## config.mk

```make
export PLATFORM = sky130hd
export DESIGN_NAME = exc_ctrl_flat
export DESIGN_NICKNAME = d
export VERILOG_FILES = /design/src/rtl/exc_pkg.sv /design/src/rtl/exc_ctrl_if.sv /design/src/rtl/exc_prio.sv /design/src/rtl/exc_ctrl.sv /design/src/flat_wrapper.sv
export SDC_FILE = /design/constraint.sdc
export NUM_CORES = 1
export LEC_CHECK = 0
export CORE_UTILIZATION = 20
export DETAILED_ROUTE_END_ITERATION = 10
export HOLD_SLACK_MARGIN = 0.02
export PLACE_DENSITY = 0.89
export SLEW_MARGIN = 10
export SYNTH_ARGS = -nofsm -noshare
export SYNTH_HDL_FRONTEND = slang
export SYNTH_SLANG_ARGS = --single-unit
```

## constraint.sdc

```tcl
create_clock -name clk -period 2.11 [get_ports clk]
set_input_delay 0.211 -clock clk [delete_from_list [all_inputs] [get_ports clk]]
set_output_delay 0.211 -clock clk [all_outputs]
set_load 0.01 [all_outputs]
```

## src/rtl/exc_pkg.sv

```systemverilog
// Shared definitions for the exception sequencer: ExcCodes, default vector, FSM encoding.
package exc_pkg;
  localparam logic [4:0]  EXC_INT  = 5'd0;
  localparam logic [4:0]  EXC_ADEL = 5'd4;
  localparam logic [4:0]  EXC_ADES = 5'd5;
  localparam logic [4:0]  EXC_RI   = 5'd10;
  localparam logic [4:0]  EXC_OV   = 5'd12;
  localparam logic [31:0] EXC_HANDLER_DEF = 32'h0000_4180;

  typedef enum logic {ST_RUN = 1'b0, ST_FLUSH = 1'b1} state_e;
endpackage

```

## src/rtl/exc_ctrl_if.sv

```systemverilog
// M-stage / CP0 / pipeline-control bundle around exc_ctrl.
interface exc_ctrl_if;
  logic        m_valid;
  logic [31:0] m_pc;
  logic        m_bd;
  logic        m_exc_valid;
  logic [4:0]  m_exc_code;
  logic        m_eret;
  logic        m_mtc0;
  logic        irq_pend;
  logic [31:0] cp0_epc;
  logic [5:0]  cp0_exc;
  logic [31:0] cp0_pc;
  logic        cp0_bd;
  logic        cp0_take;
  logic        cp0_we_ok;
  logic        exl_clr;
  logic        mem_kill;
  logic        flush;
  logic        redirect;
  logic [31:0] redirect_pc;

  // master = pipeline/CP0 side, slave = the sequencer
  modport master (
    output m_valid, m_pc, m_bd, m_exc_valid, m_exc_code, m_eret, m_mtc0, irq_pend, cp0_epc,
    input  cp0_exc, cp0_pc, cp0_bd, cp0_take, cp0_we_ok, exl_clr, mem_kill, flush,
           redirect, redirect_pc
  );
  modport slave (
    input  m_valid, m_pc, m_bd, m_exc_valid, m_exc_code, m_eret, m_mtc0, irq_pend, cp0_epc,
    output cp0_exc, cp0_pc, cp0_bd, cp0_take, cp0_we_ok, exl_clr, mem_kill, flush,
           redirect, redirect_pc
  );
endinterface

```

## src/rtl/exc_prio.sv

```systemverilog
// Combinational trap pick: interrupt beats the instruction's own exception.
module exc_prio
  import exc_pkg::*;
(
  input  logic       m_valid,
  input  logic       irq_pend,
  input  logic       m_exc_valid,
  input  logic [4:0] m_exc_code,
  output logic       trap,
  output logic [5:0] cp0_exc,
  output logic       take_int,
  output logic       take_exc
);
  always_comb begin
    trap     = m_valid & (irq_pend | m_exc_valid);
    take_int = trap & irq_pend;
    take_exc = trap & ~irq_pend;
    cp0_exc  = take_exc ? {1'b1, m_exc_code} : {1'b0, EXC_INT};
  end
endmodule

```

## src/rtl/exc_ctrl.sv

```systemverilog
// Exception/interrupt/eret sequencer between M stage and CP0.
// Optional EXC_STATS_EN adds saturating interrupt/exception take counters.
module exc_ctrl
  import exc_pkg::*;
#(
  parameter logic [31:0] HANDLER_ADDR = EXC_HANDLER_DEF,
  parameter int unsigned FLUSH_CYCLES = 1
) (
  input  logic        clk,
  input  logic        reset,
  exc_ctrl_if.slave   bus
`ifdef EXC_STATS_EN
  ,
  output logic [15:0] int_cnt,
  output logic [15:0] exc_cnt
`endif
);
  localparam logic [2:0] FC = 3'(FLUSH_CYCLES);

  state_e     state, state_nxt;
  logic [2:0] cnt, cnt_nxt;
  logic       trap, take_int, take_exc, eret_ret, run;
  logic [5:0] pick_exc;

  exc_prio u_prio (
    .m_valid     (bus.m_valid),
    .irq_pend    (bus.irq_pend),
    .m_exc_valid (bus.m_exc_valid),
    .m_exc_code  (bus.m_exc_code),
    .trap        (trap),
    .cp0_exc     (pick_exc),
    .take_int    (take_int),
    .take_exc    (take_exc)
  );

  assign run      = (state == ST_RUN) & ~reset;
  assign eret_ret = bus.m_valid & bus.m_eret & ~trap;

  always_ff @(posedge clk) begin
    if (reset) begin
      state <= ST_RUN;
      cnt   <= '0;
    end else begin
      state <= state_nxt;
      cnt   <= cnt_nxt;
    end
  end

  always_comb begin
    state_nxt       = state;
    cnt_nxt         = cnt;
    bus.cp0_exc     = '0;
    bus.cp0_pc      = '0;
    bus.cp0_bd      = 1'b0;
    bus.cp0_take    = 1'b0;
    bus.cp0_we_ok   = 1'b0;
    bus.exl_clr     = 1'b0;
    bus.mem_kill    = 1'b0;
    bus.flush       = 1'b0;
    bus.redirect    = 1'b0;
    bus.redirect_pc = HANDLER_ADDR;
    if (!reset) begin
      case (state)
        ST_RUN: begin
          bus.cp0_pc = bus.m_pc;
          bus.cp0_bd = bus.m_bd;
          if (trap) begin
            bus.cp0_exc  = pick_exc;
            bus.cp0_take = 1'b1;
            bus.mem_kill = 1'b1;
            bus.flush    = 1'b1;
            bus.redirect = 1'b1;
          end else if (eret_ret) begin
            bus.exl_clr     = 1'b1;
            bus.flush       = 1'b1;
            bus.redirect    = 1'b1;
            bus.redirect_pc = bus.cp0_epc;
          end else begin
            bus.cp0_we_ok = bus.m_mtc0;
          end
          if ((trap || eret_ret) && FC != 3'd0) begin
            state_nxt = ST_FLUSH;
            cnt_nxt   = FC;
          end
        end
        default: begin
          // M-stage inputs are dead here; only the counter matters
          bus.flush = 1'b1;
          cnt_nxt   = cnt - 3'd1;
          if (cnt <= 3'd1) begin
            state_nxt = ST_RUN;
            cnt_nxt   = '0;
          end
        end
      endcase
    end
  end

`ifdef EXC_STATS_EN
  always_ff @(posedge clk) begin
    if (reset) begin
      int_cnt <= '0;
      exc_cnt <= '0;
    end else begin
      if (run && take_int && int_cnt != 16'hFFFF) int_cnt <= int_cnt + 16'd1;
      if (run && take_exc && exc_cnt != 16'hFFFF) exc_cnt <= exc_cnt + 16'd1;
    end
  end
`else
  logic unused_stats;
  assign unused_stats = run & take_int & take_exc;
`endif
endmodule

```

## src/flat_wrapper.sv

```systemverilog
// flat-port wrapper written by rule: the top's interface ports become plain ports
module exc_ctrl_flat import exc_pkg::*;
#(
  parameter logic [31:0] HANDLER_ADDR = EXC_HANDLER_DEF,
  parameter int unsigned FLUSH_CYCLES = 1
)
  (clk, reset, bus_m_valid, bus_m_pc, bus_m_bd, bus_m_exc_valid, bus_m_exc_code, bus_m_eret, bus_m_mtc0, bus_irq_pend, bus_cp0_epc, bus_cp0_exc, bus_cp0_pc, bus_cp0_bd, bus_cp0_take, bus_cp0_we_ok, bus_exl_clr, bus_mem_kill, bus_flush, bus_redirect, bus_redirect_pc);
  exc_ctrl_if bus_i ();
  input  logic clk;
  input  logic reset;
  input wire logic [$bits(bus_i.m_valid)-1:0] bus_m_valid;
  input wire logic [$bits(bus_i.m_pc)-1:0] bus_m_pc;
  input wire logic [$bits(bus_i.m_bd)-1:0] bus_m_bd;
  input wire logic [$bits(bus_i.m_exc_valid)-1:0] bus_m_exc_valid;
  input wire logic [$bits(bus_i.m_exc_code)-1:0] bus_m_exc_code;
  input wire logic [$bits(bus_i.m_eret)-1:0] bus_m_eret;
  input wire logic [$bits(bus_i.m_mtc0)-1:0] bus_m_mtc0;
  input wire logic [$bits(bus_i.irq_pend)-1:0] bus_irq_pend;
  input wire logic [$bits(bus_i.cp0_epc)-1:0] bus_cp0_epc;
  output wire logic [$bits(bus_i.cp0_exc)-1:0] bus_cp0_exc;
  output wire logic [$bits(bus_i.cp0_pc)-1:0] bus_cp0_pc;
  output wire logic [$bits(bus_i.cp0_bd)-1:0] bus_cp0_bd;
  output wire logic [$bits(bus_i.cp0_take)-1:0] bus_cp0_take;
  output wire logic [$bits(bus_i.cp0_we_ok)-1:0] bus_cp0_we_ok;
  output wire logic [$bits(bus_i.exl_clr)-1:0] bus_exl_clr;
  output wire logic [$bits(bus_i.mem_kill)-1:0] bus_mem_kill;
  output wire logic [$bits(bus_i.flush)-1:0] bus_flush;
  output wire logic [$bits(bus_i.redirect)-1:0] bus_redirect;
  output wire logic [$bits(bus_i.redirect_pc)-1:0] bus_redirect_pc;
  assign bus_i.m_valid = bus_m_valid;
  assign bus_i.m_pc = bus_m_pc;
  assign bus_i.m_bd = bus_m_bd;
  assign bus_i.m_exc_valid = bus_m_exc_valid;
  assign bus_i.m_exc_code = bus_m_exc_code;
  assign bus_i.m_eret = bus_m_eret;
  assign bus_i.m_mtc0 = bus_m_mtc0;
  assign bus_i.irq_pend = bus_irq_pend;
  assign bus_i.cp0_epc = bus_cp0_epc;
  assign bus_cp0_exc = bus_i.cp0_exc;
  assign bus_cp0_pc = bus_i.cp0_pc;
  assign bus_cp0_bd = bus_i.cp0_bd;
  assign bus_cp0_take = bus_i.cp0_take;
  assign bus_cp0_we_ok = bus_i.cp0_we_ok;
  assign bus_exl_clr = bus_i.exl_clr;
  assign bus_mem_kill = bus_i.mem_kill;
  assign bus_flush = bus_i.flush;
  assign bus_redirect = bus_i.redirect;
  assign bus_redirect_pc = bus_i.redirect_pc;
  exc_ctrl #(.HANDLER_ADDR(HANDLER_ADDR), .FLUSH_CYCLES(FLUSH_CYCLES)) u_core (.clk(clk), .reset(reset), .bus(bus_i));
endmodule
```

==> results of run 1 <==
## report_power, final
group,switching (mW),internal (mW)
Sequential,0.00347,0.0802
Clock,0.0475,0.122
Combinational,0.116,0.255
Total,0.167,0.457
## kinds of logic after synthesis
logic type      count (synthesis)  share of synthesized area
compound gates                  6                     0.0582
fa+ha+maj                       1                     0.0166
buf+inv                        11                     0.0914
flops                           4                      0.106
simple gates                   87                      0.728
## per-layer routing
metal,part of all wire,GRT usage,vias to the layer above
met5,0,0,-
met4,0.0059,0.0426,0
met3,0.090,0.0489,3
met2,0.53,0.391,83
met1,0.38,0.221,582
li1,-,-,669
## sequential cells by signal (all words and copies together) (netlist names)
signal        cells
u_core.cnt        3
u_core.state      1
## how the worst max path moves through the flow
stage	startpoint	to	slack, ns	cells after the start
detailed placement	reset	bus_redirect_pc[9]	-0.07	5
global placement	reset	bus_redirect_pc[9]	-0.06	5
CTS	reset	bus_cp0_we_ok	0.01	5
global route	bus_m_eret	bus_redirect_pc[0]	0.007	4
floorplan	u_core.state	bus_mem_kill	0.76	5
finish	bus_m_eret	bus_redirect_pc[9]	0.05	4
## worst max-delay path: cells and delay by family
family                 cells  cell delay [ns]
buffers and inverters      2             1.16
and+or+nand+nor            2             0.47
## stage by stage
stage,util,hold slack [ns]
3_3_place_gp,0.674,0.471
3_5_place_dp,0.674,0.476
5_1_grt,0.703,0.436
2_1_floorplan,-,0.280
6_report,0.703,0.408
4_1_cts,0.696,0.485
## cell usage in the layout, fill, tap and decap left out, drive strengths merged
cell             n
dlymetal6s2s     3
o31a             1
dfxtp            4
clkdlybuf4s50  150
and4b            1
o31ai            1
nand2            1
a2111oi          1
o211ai           1
nand4b           1
nand2b           3
nor2             5
and4             4
buf              7
clkbuf           3
a21oi            1
inv              3
nand3b           2
a31oi            1
or3              1
and3             1
ha               1
nor3b            1
nor3             3
and2            67
## cells in the mapped netlist (all sizes together)
master,number,area [µm²]
and3,1,6.26
nand4b,1,8.76
nor3,3,15.0
and2,67,419
nor3b,1,7.51
or3,1,6.26
nand3b,2,15.0
and4,1,11.3
nand2,1,3.75
nor2,5,26.3
a31oi,1,6.26
buf,5,46.3
a21oi,1,5.00
dfxtp,4,80.1
o31a,1,8.76
inv,3,11.3
o211ai,1,7.51
a2111oi,1,8.76
o31ai,1,7.51
clkbuf,3,11.3
nand2b,3,18.8
and4b,1,10.0
ha,1,12.5
## area by class of cell
type | count | area, µm²
clock buffers | 3 | 41.3
fillers | 277 | 1030
inverters | 3 | 11.3
multi-input cells | 97 | 654
flip-flops and latches | 4 | 80.1
well taps | 46 | 57.6
repair buffers | 160 | 1600
## repair_timing
action,CTS,global route
buffers inserted,0,0
gates resized for setup,3,9
endpoints found under the setup margin,29,68
gates cloned,3,0
pin swaps,2,3
==> metrics.yaml, run 1 <==
timing:
  hold_viol: 0
  final.setup.tns_ns: 0
  period_share: 0.978
  final_max_slew_viol_count: 0
  worstMarginPinSlew_ns: 0.306
  layout_setup_ws_ns: 0.0465
  max_freq_mhz: 485
  min_period_ns: 2.06
  slew_headroom: 0.791
  finalSetupViolations: 0
  fin_skew_ns: 0.00126
  rsz0062_at_grt: "no"
cells_and_area:
  stdcell_area_um2: 2440
  fin_cells: 313
  syn_to_final_growth_pct: 224
  drive_above_1_share: 0.0712
  n_antenna_cell: 0
  finalNetCount: 347
setup_path:
  critical_path_class: "input port to output pin"
  crit_required_ns: 1.90
  cpMaxStageDelayCell: "clkdlybuf4s50_1"
  cpPeakStageDelay_ns: 0.61
  rrSetupSlack_ns: 1.03
  arrival_ns: 1.85
  worstPathCellList: "clkdlybuf4s50_1, and4_4, and2_1, clkdlybuf4s50_1"
  cp_common_cell: "clkdlybuf4s50_1"
  worstPathMaxFanout: 9
  r2r_end: "u_core.cnt[0]"
  r2r_cells: 3
  start_kind: "input port"
  reg2reg_from: "u_core.state"
  crit_path_end_kind: "output pin"
synth:
  syn_area_per_cell_um2: 6.91
  syn_nets: 187
  ys_ff_latch: 4
  syn_inst: 109
  yosysWarnings: 0
  netlist_area_um2: 753
  synth_cell_types: 26
  synth-seq-area-share: 0.106
floorplan:
  fp.coreArea_um2: 3470
  rows: 21
  dieHeight_um: 63.4
  start_util: 0.217
  num_io_pins: 154
  die_w_um: 63.4
  die-area_um2: 4020
cts:
  cts_root_buf: "clkbuf_8"
  h-tree-depth: 1
  cts_inserted_buffers: 3
  path_clk_slew_ns: 0.03
  clkLatencyLatePin_ns: 0.22
  cts_tree: "built"
  cts_sinks: 4
  clockBufferDepth: 2
  postCtsHoldBufs: 0
pwr:
  pwr_density_cell_nw_per_um2: 256
  p_leak_nw: 0.952
  p_total_mw: 0.625
  ir_drop_mv: 0.276
drt:
  ant_nets: 0
  wire_per_inst_um: 13.1
  via_count: 1337
  drc: 0
  wirelength_um: 4100
  drt_first_iter_violations: 21
  first_pass_iters: 4
  via_per_inst: 4.27
placed_design:
  io_buffers: 153
  dp.final_hpwl_um: 3180
  placed_area_um2: 2340
  dp_cells: 307
  gp_congestion: 0.701
  pre_cts_ws_ns: -0.0662
hold_path:
  whs_endpoint: "u_core.cnt[1]"
  holdPathStages: 3
  hold_start: "reset"
  hold_path_class: "input port to flop"
global_route:
  antenna_found_initial: 0
  first_global_vias: 1284
  grt_max_degree: 35
  grt_pass1_wl_um: 6500
  grt_usage: 0.204
  grt_overflow: 0
status:
  status: "finished, final reports clean"
flow_run:
  max-cap-violations: 0
Power figures use the tool's default switching activity.
==> run 2, diff against run 1 <==
--- a/config.mk
+++ b/config.mk
@@ -6,4 +6,5 @@
 export NUM_CORES = 1
 export LEC_CHECK = 0
+export ABC_CLOCK_PERIOD_IN_PS = 2110
 export CORE_UTILIZATION = 20
 export DETAILED_ROUTE_END_ITERATION = 10
==> constraint.sdc (replaced) <==
create_clock -name clk -period 2.11 [get_ports clk]
set_input_delay 0.422 -clock clk [delete_from_list [all_inputs] [get_ports clk]]
set_output_delay 0.422 -clock clk [all_outputs]
set_load 0.01 [all_outputs]
==> run 2 against run 1 <==
Compared with the run above: sequential power is essentially flat; flip-flop and latch count is the same; non-clock buffer count grew 14; clock power shrank 6%; hold slack gained 0.069 ns; final area grew 0.67%; global-route usage grew 0.72 points; wire length grew 8.1%; total power shrank 4.3%; critical path type unchanged; largest cell class unchanged.
==> metrics.yaml, run 2 (synthesized netlist as in run 1, its figures left out) <==
cells_and_area:
  seqCellArea_um2: 80.1  # unchanged
  multiInputGateArea_um2: 668  # +2.1%
  mostFrequentLayoutCell: "clkdlybuf4s50_1"
  fillers: 311  # +12%
  n_antenna_cell: 0  # unchanged
  largest_register: "u_core.cnt"
  largest_reg_flops: 3  # unchanged
  post-route-util: 0.708  # +0.00469
  drive_above_1_share: 0.184  # +0.113
  finalNetCount: 362  # +4.3%
  final_cell_mix: "clkdlybuf4s50_1, and2_1, dlygate4sd2_1"
  syn_to_final_growth_pct: 226
  reg_top3: "u_core.cnt: 3 flops, u_core.state: 1 flops"
floorplan:
  fp.coreArea_um2: 3470  # unchanged
  start_util: 0.217  # unchanged
  die-area_um2: 4020  # unchanged
  rows: 21  # unchanged
  num_io_pins: 154  # unchanged
  dieHeight_um: 63.4  # unchanged
  die_w_um: 63.4  # unchanged
drt:
  first_pass_iters: 4  # unchanged
  ant_nets: 0  # unchanged
  drc: 0  # unchanged
  via_count: 1427  # +6.7%
  via_per_inst: 4.35  # +1.9%
  wire_per_inst_um: 13.5  # +3.1%
  drt_first_iter_violations: 23  # +9.5%
  wirelength_um: 4430  # +8.1%
timing:
  final.setup.tns_ns: 0  # unchanged
  finalSetupViolations: 0  # unchanged
  hold_viol: 0  # unchanged
  period_share: 0.975  # -0.00322
  slew_headroom: 0.792  # +0.00126
  max_freq_mhz: 486  # +0.33%
  min_period_ns: 2.06  # -0.00679 ns
  layout_setup_ws_ns: 0.0533  # +0.00679 ns
  final_max_slew_viol_count: 0  # unchanged
  worstMarginPinSlew_ns: 0.304  # -0.00184 ns
  fin_skew_ns: 0.000616  # -0.000647 ns
cts:
  cts_root_buf: "clkbuf_8"
  path_clk_slew_ns: 0.03  # about the same
  clockBufferDepth: 2  # unchanged
  postCtsHoldBufs: 0  # unchanged
  cts_sinks: 4  # unchanged
  h-tree-depth: 1  # unchanged
  clkLatencyLatePin_ns: 0.21  # about the same
  cts_inserted_buffers: 3  # unchanged
  cts_tree: "built"
pwr:
  p_leak_nw: 1.26  # +33%
  p_total_mw: 0.598  # -4.3%
  pwr_density_cell_nw_per_um2: 243  # -5.0%
  ir_drop_mv: 0.253  # -8.4%
status:
  status: "finished, final reports clean"
placed_design:
  gp_congestion: 0.708  # +0.97%
  io_buffers: 153  # unchanged
  pre_cts_ws_ns: -0.497  # -0.431 ns
  dp.final_hpwl_um: 3170  # -0.35%
setup_path:
  crit_path_end_kind: "output pin"
  arrival_ns: 1.63  # -0.22 ns
  crit_required_ns: 1.69  # -0.21 ns
  cp_common_cell: "dlygate4sd2_1"
  start_kind: "input port"
  worst-path-buf-inv: 3  # +1
  cp_top_family: "buffers and inverters"
  cpPeakStageDelay_ns: 0.27  # -0.34 ns
  critical_path_class: "input port to output pin"
  worstPathCellList: "dlygate4sd2_1, nor2_4, buf_4, and4_4, and2_1, dlygate4sd2_1"
  worstPathMaxFanout: 5  # -4
  cpMaxStageDelayCell: "dlygate4sd2_1"
global_route:
  first_global_vias: 1385  # +7.9%
  grt_usage: 0.211  # +0.00716
  grt_overflow: 0  # unchanged
  grt_max_degree: 35  # unchanged
  antenna_found_initial: 0  # unchanged
  grt_pass1_wl_um: 6610  # +1.7%
flow_run:
  max-cap-violations: 0  # unchanged
hold_path:
  hold_path_class: "flop to flop"
## run 2: cell types whose count changed in the layout (fill, tap and decap cells not counted)
cell | before | now
and4_4 | 4 | 5
buf_12 | 0 | 1
buf_2 | 0 | 8
buf_4 | 6 | 18
buf_6 | 1 | 2
clkbuf_2 | 0 | 2
clkdlybuf4s15_1 | 0 | 3
clkdlybuf4s15_2 | 0 | 7
clkdlybuf4s50_1 | 150 | 71
dlygate4sd2_1 | 0 | 60
dlymetal6s2s_1 | 3 | 2
nor2_1 | 2 | 1
nor2_2 | 1 | 2
## run 2: repair_timing
action	4_1_cts	5_1_grt
setup endpoints to repair	77	36
pin swaps	7	2
gates resized for setup	128	14
setup buffers	11	3
cloned	4	0
## run 2: layer usage
metal | GRT usage | wire [µm]
met5 | 0 | 0
met4 | 0.0852 | 132
met3 | 0.0507 | 386
met2 | 0.404 | 2290
met1 | 0.213 | 1620
## run 2: path summary, 6_finish.rpt
check	start	to	slack (ns)	depth (start not counted)
min	u_core.cnt[0]	u_core.cnt[0]	0.48	1
max reg2reg	u_core.cnt[1]	u_core.cnt[1]	1.02	5
max	bus_m_exc_valid	bus_redirect_pc[4]	0.05	6
min reg2reg	u_core.cnt[0]	u_core.cnt[0]	0.48	1
## run 2: cell type report
| class | count | area share |
|---|---|---|
| Timing Repair Buffer | 174 | 0.651 |
| Multi-Input combinational cell | 98 | 0.272 |
| Sequential cell | 4 | 0.0326 |
| Clock buffer | 3 | 0.0168 |
| Inverter | 3 | 0.00458 |
| Tap cell | 46 | 0.0234 |
## run 2: where the power goes
part / switching [mW] / leakage [nW] / internal, mW
clock network: 0.0375 / 0.0216 / 0.121
registers: 0.00312 / 0.0327 / 0.0803
logic: 0.123 / 1.21 / 0.233
total: 0.163 / 1.26 / 0.435
## run 2: metrics by stage
step	instances	hold slack (ns)	area (µm²)
2_1_floorplan	109	0.452	753
3_3_place_gp	307	0.466	2340
3_5_place_dp	307	0.476	2340
4_1_cts	325	0.480	2460
5_1_grt	328	0.519	2460
6_report	328	0.477	2460
